### config.mk
export PLATFORM = sky130hd
export DESIGN_NAME = bit3_count_sched
export DESIGN_NICKNAME = d
export VERILOG_FILES = /design/src/rtl/bit3_sched_pkg.sv /design/src/rtl/bit3_count_sched_rr_arb2.sv /design/src/rtl/bit3_count_sched.sv
export SDC_FILE = /design/constraint.sdc
export NUM_CORES = 1
export LEC_CHECK = 0
export CORE_MARGIN = 8
export CORE_UTILIZATION = 35
export CTS_CLUSTER_DIAMETER = 30
export CTS_CLUSTER_SIZE = 20
export DETAILED_ROUTE_END_ITERATION = 7
export PLACE_DENSITY = 0.8
export SYNTH_ARGS = -nofsm -noshare
export SYNTH_HDL_FRONTEND = slang
export SYNTH_SLANG_ARGS = --single-unit
export TNS_END_PERCENT = 10
### constraint.sdc
create_clock -name clk -period 1.45 [get_ports clk]
set_input_delay 0.435 -clock clk [delete_from_list [all_inputs] [get_ports clk]]
set_output_delay 0.435 -clock clk [all_outputs]
set_load 0.02 [all_outputs]
### src/rtl/bit3_sched_pkg.sv
// Shared definitions for the bit3 counter job scheduler: FSM state codes,
// default job-length width and requester (owner) encodings.
package bit3_sched_pkg;

  localparam int LEN_W_DEF = 4;

  typedef logic [1:0] state_t;

  localparam logic [1:0] ST_IDLE = 2'd0;
  localparam logic [1:0] ST_RUN  = 2'd1;
  localparam logic [1:0] ST_DONE = 2'd2;

  localparam logic OWN_A = 1'b0;
  localparam logic OWN_B = 1'b1;

endpackage

### src/rtl/bit3_count_sched_rr_arb2.sv
// Two-way round-robin arbiter: a lone requester wins outright, a tie goes
// to the requester named by ptr. Purely combinational.
module rr_arb2
  import bit3_sched_pkg::*;
(
  input  logic [1:0] req,
  input  logic       ptr,
  output logic       idx,
  output logic       valid
);

  // Winner selection: tie resolved by ptr, otherwise the single active bit
  always_comb begin
    valid = |req;
    if (req == 2'b11) idx = ptr;
    else              idx = req[1] ? OWN_B : OWN_A;
  end

endmodule

### src/rtl/bit3_count_sched.sv
// Job sequencer/arbiter in front of the bit3 up/down counter. Two clients
// submit (direction, length) jobs; the winner's job drives cnt_count for
// exactly len cycles, followed by a one-cycle done pulse.
// Optional feature macro: BIT3_SCHED_WRAP_STOP_EN (stop a job early when the
// counter reports a wrap on cnt_cout, flagged on wrap_flag).
module bit3_count_sched
  import bit3_sched_pkg::*;
#(
  parameter int LEN_W = LEN_W_DEF
) (
  input  logic             clk,
  input  logic             set,
  input  logic             a_req,
  input  logic             a_up,
  input  logic [LEN_W-1:0] a_len,
  output logic             a_gnt,
  output logic             a_done,
  input  logic             b_req,
  input  logic             b_up,
  input  logic [LEN_W-1:0] b_len,
  output logic             b_gnt,
  output logic             b_done,
  output logic             cnt_count,
  output logic             cnt_inc,
  input  logic             cnt_cout,
  output logic             busy,
  output logic             owner,
  output logic             wrap_flag
);

  state_t           state_q, state_d;
  logic [LEN_W-1:0] rem_q, rem_d;
  logic             dir_q, dir_d;
  logic             owner_q, owner_d;
  logic             rr_q, rr_d;
  logic             a_gnt_q, a_gnt_d;
  logic             b_gnt_q, b_gnt_d;
  logic             win_idx, win_vld;

`ifdef BIT3_SCHED_WRAP_STOP_EN
  logic             wrap_q, wrap_d;
`else
  logic             unused_cout;
  assign unused_cout = cnt_cout;
`endif

  rr_arb2 u_arb (
    .req   ({b_req, a_req}),
    .ptr   (rr_q),
    .idx   (win_idx),
    .valid (win_vld)
  );

  // Next-state logic: arbitration in IDLE, step countdown in RUN, hand-off in DONE
  always_comb begin
    state_d = state_q;
    rem_d   = rem_q;
    dir_d   = dir_q;
    owner_d = owner_q;
    rr_d    = rr_q;
    a_gnt_d = 1'b0;
    b_gnt_d = 1'b0;
`ifdef BIT3_SCHED_WRAP_STOP_EN
    wrap_d  = wrap_q;
`endif
    case (state_q)
      ST_IDLE: begin
        if (win_vld) begin
          owner_d = win_idx;
          dir_d   = (win_idx == OWN_B) ? b_up  : a_up;
          rem_d   = (win_idx == OWN_B) ? b_len : a_len;
          a_gnt_d = (win_idx == OWN_A);
          b_gnt_d = (win_idx == OWN_B);
          // A zero-length job still passes through RUN for one idle cycle
          // (cnt_count stays low because remaining is 0), so its grant and
          // done pulses never land in the same cycle.
          state_d = ST_RUN;
`ifdef BIT3_SCHED_WRAP_STOP_EN
          wrap_d  = 1'b0;
`endif
        end
      end
      ST_RUN: begin
        if (rem_q == '0) begin
          state_d = ST_DONE;
        end else begin
          rem_d = rem_q - LEN_W'(1);
          if (rem_q == LEN_W'(1)) state_d = ST_DONE;
`ifdef BIT3_SCHED_WRAP_STOP_EN
          // The wrapping step itself is counted; the job ends on this edge
          if (cnt_cout) begin
            state_d = ST_DONE;
            wrap_d  = 1'b1;
          end
`endif
        end
      end
      ST_DONE: begin
        rr_d    = ~owner_q;
        state_d = ST_IDLE;
      end
      default: state_d = ST_IDLE;
    endcase
  end

  // State and latch registers; reset aborts any job without a done pulse
  always_ff @(posedge clk) begin
    if (set) begin
      state_q <= ST_IDLE;
      rem_q   <= '0;
      dir_q   <= 1'b0;
      owner_q <= OWN_A;
      rr_q    <= OWN_A;
      a_gnt_q <= 1'b0;
      b_gnt_q <= 1'b0;
`ifdef BIT3_SCHED_WRAP_STOP_EN
      wrap_q  <= 1'b0;
`endif
    end else begin
      state_q <= state_d;
      rem_q   <= rem_d;
      dir_q   <= dir_d;
      owner_q <= owner_d;
      rr_q    <= rr_d;
      a_gnt_q <= a_gnt_d;
      b_gnt_q <= b_gnt_d;
`ifdef BIT3_SCHED_WRAP_STOP_EN
      wrap_q  <= wrap_d;
`endif
    end
  end

  // Outputs are registers or decodes of the state register
  always_comb begin
    a_gnt     = a_gnt_q;
    b_gnt     = b_gnt_q;
    a_done    = (state_q == ST_DONE) && (owner_q == OWN_A);
    b_done    = (state_q == ST_DONE) && (owner_q == OWN_B);
    cnt_count = (state_q == ST_RUN) && (rem_q != '0);
    cnt_inc   = dir_q;
    busy      = (state_q != ST_IDLE);
    owner     = owner_q;
`ifdef BIT3_SCHED_WRAP_STOP_EN
    wrap_flag = wrap_q;
`else
    wrap_flag = 1'b0;
`endif
  end

endmodule

Yosys cells after proc, flatten, opt, wreduce, memory -nomap -nowiden --
Cells that the tools add are included. Widths: inputs -> output; s select.
Storage, ports and cells: register bits after elaboration 11, input port bits 15, output and inout port bits 9, word-level logic and storage cells 43
Operators by class: add/sub/neg operators 1, equality and inequality tests 7, muxes and demuxes 11, bitwise logic cells 4, reductions and logical operators 13
Operator list (number):
- $mux 4 | 3
- $pmux 4 s2 | 1
- $mux 2 | 3
- $eq 2x2->1 const B | 2
- $eq 4x1->1 const B | 1
- $logic_not 4->1 | 1
- $not 1->1 | 4
- $pmux 2 s2 | 1
- $reduce_and 2->1 | 2
- $reduce_bool 2->1 | 2
- $reduce_bool 4->1 | 1
- $sub 4x1->4 const B | 1
- $logic_and 1x1->1 | 3
- $mux 1 | 3
- $ne 3x3->1 const B | 1
- $reduce_and 3->1 | 1
- $reduce_or 3->1 | 1
- $eq 2x1->1 const B | 1
- $logic_not 2->1 | 1
- $ne 2x1->1 const B | 1
- $ne 2x2->1 const B | 1
- $reduce_or 2->1 | 1

Longest topological paths before layout --
Gate-level depths: netlist of run 1.
depth after elaboration 5, mapped depth 6, depth with buffers taken out 6

By module --
Synthesis of run 1 repeated with hierarchy kept, for this count alone.
Second synthesis, totals: cells, all modules 75, area total of the unflattened synthesis 653.1 µm²
By module, submodules not included:
- bit3_count_sched | times used 1, cells each 72, area an instance 635.6 µm², sequential area each 220.2 µm²
- rr_arb2 | times used 1, cells each 3, area an instance 17.5 µm², sequential area each 0.0 µm²

Worst setup path before layout of run 1 --
OpenSTA, ideal clock, no wires.
path kind register to output, start reg rem_q[0], end out cnt_count, arrival 1080 ps, required time 1015 ps, slack -65 ps, cell stages (with the launch flop) 5, path buffers 0, cells stage by stage dfxtp_1 > inv_1 > ha_1 > nor3b_1 > nor2_1
On the way: longest elaborated chain between the ends 2
Ends and longest elaborated chain:
- start, declared | RTL line bit3_count_sched.sv:32 | logic [LEN_W-1:0] rem_q, rem_d;
- start signal, assigned | RTL line bit3_count_sched.sv:121 | rem_q <= rem_d;
- $reduce_bool 4->1 | RTL line bit3_count_sched.sv:139 | cnt_count = (state_q == ST_RUN) && (rem_q != '0);
- $logic_and 1x1->1 | RTL line bit3_count_sched.sv:139
- end, declared | RTL line bit3_count_sched.sv:23 | output logic cnt_count,
Every way passes these cells.

Final worst setup path of run 1 --
start reg rem_q[1], end out cnt_count
The elaborated chain is that of the path after synthesis.

==> results of run 1 <==
==> worst max-delay path, stage by stage (launching register included) <==
cell and delay, ps:
dfxtp_2 340, inv_2 50, ha_4 150, nor3b_4 150
nor2_2 130, buf_6 140
==> Yosys cell counts, types with 2 or more instances <==
| library cell | n | area, um^2 |
|---|---|---|
| nor3b_1 | 3 | 22.52 |
| a21oi_1 | 7 | 35.03 |
| inv_1 | 4 | 15.01 |
| dfxtp_1 | 11 | 220.2 |
| o21ai_0 | 4 | 20.02 |
| ha_1 | 2 | 25.02 |
| nor2_1 | 10 | 37.54 |
| and3_1 | 3 | 18.77 |
| a31oi_1 | 2 | 12.51 |
| nand2_1 | 6 | 22.52 |
| clkbuf_1 | 2 | 7.510 |
| nand3_1 | 2 | 10.01 |
| nor3_1 | 2 | 10.01 |
==> metrics by stage <==
| step | utilization [%] | cell area, um^2 | power (W) |
|---|---|---|---|
| 2_1_floorplan | - | 599.3 | 0.0006700 |
| 3_3_place_gp | 57.38 | 958.4 | 0.0009519 |
| 3_5_place_dp | 57.38 | 958.4 | 0.0009698 |
| 4_1_cts | 62.92 | 1051 | 0.001268 |
| 5_1_grt | 66.52 | 1111 | 0.001447 |
| 6_report | 66.52 | 1111 | 0.001352 |
==> worst paths after layout <==
check,startpoint,to,slack (ps),cells past startpoint
max,rem_q[1]$_SDFFE_PP0P_,cnt_count,-220,5
min,cnt_inc$_SDFFE_PP0P_,cnt_inc$_SDFFE_PP0P_,500,2
max reg2reg,state_q[1]$_SDFFE_PP0P_,rem_q[3]$_SDFFE_PP0P_,-160,5
min reg2reg,cnt_inc$_SDFFE_PP0P_,cnt_inc$_SDFFE_PP0P_,500,2
==> flip-flops by register name (all words and copies together), names as in the netlist <==
| name | flops |
|---|---|
| a_gnt | 1 |
| rem_q | 4 |
| rr_q | 1 |
| owner | 1 |
| state_q | 2 |
| cnt_inc | 1 |
| b_gnt | 1 |
==> power groups by stage <==
stage          clock, W  combinational (W)  sequential (W)
2_1_floorplan         0           0.000258        0.000412
3_3_place_gp          0           0.000561        0.000391
3_5_place_dp          0           0.000576        0.000393
4_1_cts        0.000220           0.000645        0.000403
5_1_grt        0.000243           0.000794        0.000410
6_report       0.000223           0.000725        0.000404
==> kinds of logic (layout without fill, tap and decap cells) <==
logic type / Yosys count / after routing
compound gates: 21 / 21
fa+ha+maj: 2 / 2
buf+inv: 7 / 54
flops: 11 / 11
mux: 1 / 1
other cells: 1 / 1
simple gates: 33 / 33
==> layer usage <==
metal | routed length, um | GRT usage (%) | vias up
met1 | 774 | 13.74 | 363
met5 | 0 | 0 | -
li1 | - | - | 365
met2 | 1135 | 24.48 | 24
met3 | 81 | 4.036 | 4
met4 | 28 | 4.286 | 0
==> final cells by class <==
class	count	area, um^2	area share (%)
Multi-Input combinational cell	58	424.2	38.18
Timing Repair Buffer	46	392.9	35.36
Clock buffer	4	26.28	2.365
Inverter	4	15.01	1.351
Sequential cell	11	231.5	20.83
Tap cell	17	21.27	1.914
==> repair_timing <==
action                     in CTS  in global routing
pin swaps                       2                  4
gates resized for setup        45                 10
hold endpoints to repair        0                  0
gates cloned                    0                  0
setup endpoints to repair      13                  7
setup buffers                   2                  4
hold buffers                    0                  0
==> metrics.md, run 1 <==
| Metric | Value |
|---|---|
| Gr ovfl total | `0` |
| Final Hold Slack | `499.7 ps` |
| Mapped Cells | `76` |
| Failing checks | `setup timing` |
| Clk network pwr share | `16.5%` |
| CTS root buffer | `clkbuf_4` |
| Die height | `57.30 um` |
| CTS tree | `built` |
| Critical Path End Type | `primary output` |
| Starting Density | `35.73%` |
| All-Layer GR Usage | `13.24%` |
| I/O Pins | `24` |
| Die ar. | `3283 um^2` |
| Yosys reg bits | `11` |
| Largest net degree at the start of global routing | `8` |
| HP Class | `reg -> reg` |
| Clock transition at path regs | `70 ps` |
| Total negative slack | `-605.5 ps` |
| Clk sinks | `11` |
| Maximum VDD drop | `751.8 uV` |
| Static Leak | `0.5004 nW` |
| Seq/Total Area, Yosys | `36.90%` |
| Multiplexer share of the synthesized area | `1.677%` |
| Initial DRT Pass Iterations | `4` |
| Clock Latency Late Sink | `280 ps` |
| WP data arrival | `1240 ps` |
| Filler cells | `123` |
| RSZ-0062 raised after global routing | `true` |
| Most used DFF post-synth | `dfxtp_1` |
| Number of flops mapped to enable cells by yosys | `0` |
| TritonCTS buffer count | `3` |
| Worst EP required | `1020 ps` |
| Routed via count | `756` |
| Synth Warn # | `0` |
| DRC | `0` |
| Core Region | `1670 um^2` |
| Fmax | `0.5985 GHz` |
| Critical Path Fanout Max | `2` |
| Antenna violations before repair | `0` |
| Async S/R FF share, synth | `0%` |
| Final nets | `141` |
| Post-DP HPWL | `1.464 mm` |
| Routed WL | `2.020 mm` |
| Simple-gate portion of the synthesized area | `29.35%` |
| Switching share of power | `35.59%` |
| Combinational group share of total power | `53.6%` |
| Most common cell after layout, fill and taps aside | `buf_4` |
| Synth Area in Compound Gates | `22.22%` |
| I/O Buffers | `21` |
| Cell Pwr Density | `1216 nW/um^2` |
| XOR/XNOR Fraction of Synth Area | `0%` |
| Seq pwr share | `29.9%` |
| Clock Path Buffers | `2` |
| GP Congestion | `0.8280` |
| Mapped cell area | `596.8 um^2` |
| Final Skew | `1.022 ps` |
| Slew Viols, Final | `0` |
| Yosys cell types | `31` |
| Layout cell share with drive strength beyond 1 | `44.72%` |
| Fin crit period | `1671 ps` |
| Fin crit share | `115.2%` |
| Vias in the first global route | `805` |
| Max-cap violations | `0` |
| Adder-Cell Fraction of Synth Area | `4.193%` |
| Ant. Diodes | `0` |
| Die X | `57.30 um` |
| Fin. Hold Viols | `0` |
| Site row count | `15` |
| Sw power | `0.0004810 W` |
| Largest family of logic cells by synthesized area | `simple AND/OR/NAND/NOR gates` |
| PnR worst setup slack | `-220.9 ps` |
| Critical path type | `reg -> out` |
| Commonest cells after routing, fill and taps aside | `buf_4, clkdlybuf4s50_1, nor2_1` |
| Syn Area/Cell | `7.853 um^2` |
| H-tree depth | `1` |
| Final-report setup violation count | `6` |
| Internal power | `0.0008705 W` |
| Vias per inst | `5.400` |
| CP startpoint kind | `register` |
| Dpl cells | `130` |
| First-pass GRT wire length | `3.546 mm` |
| Routed Antenna Nets | `0` |
| Status | `complete, but fails checks` |
| Net Count, Synth | `93` |
| Post-route insts no fill | `140` |
| Drt initial violations | `19` |
| Area Overhead vs Synth | `86.16%` |
| Routed WL per cell | `14.43 um` |
| Setup Slack @ Placement | `-438.5 ps` |
(Power assumes the default switching activity.)
==> run 2, diff against run 1 <==
--- a/config.mk
+++ b/config.mk
@@ -11,6 +11,7 @@
 export CTS_CLUSTER_SIZE = 20
 export DETAILED_ROUTE_END_ITERATION = 7
 export PLACE_DENSITY = 0.8
+export SLEW_MARGIN = 25
 export SYNTH_ARGS = -nofsm -noshare
 export SYNTH_HDL_FRONTEND = slang
 export SYNTH_SLANG_ARGS = --single-unit
==> results of run 2 <==
Same layout as run 1: the final DEF is identical, and so are final timing and power.
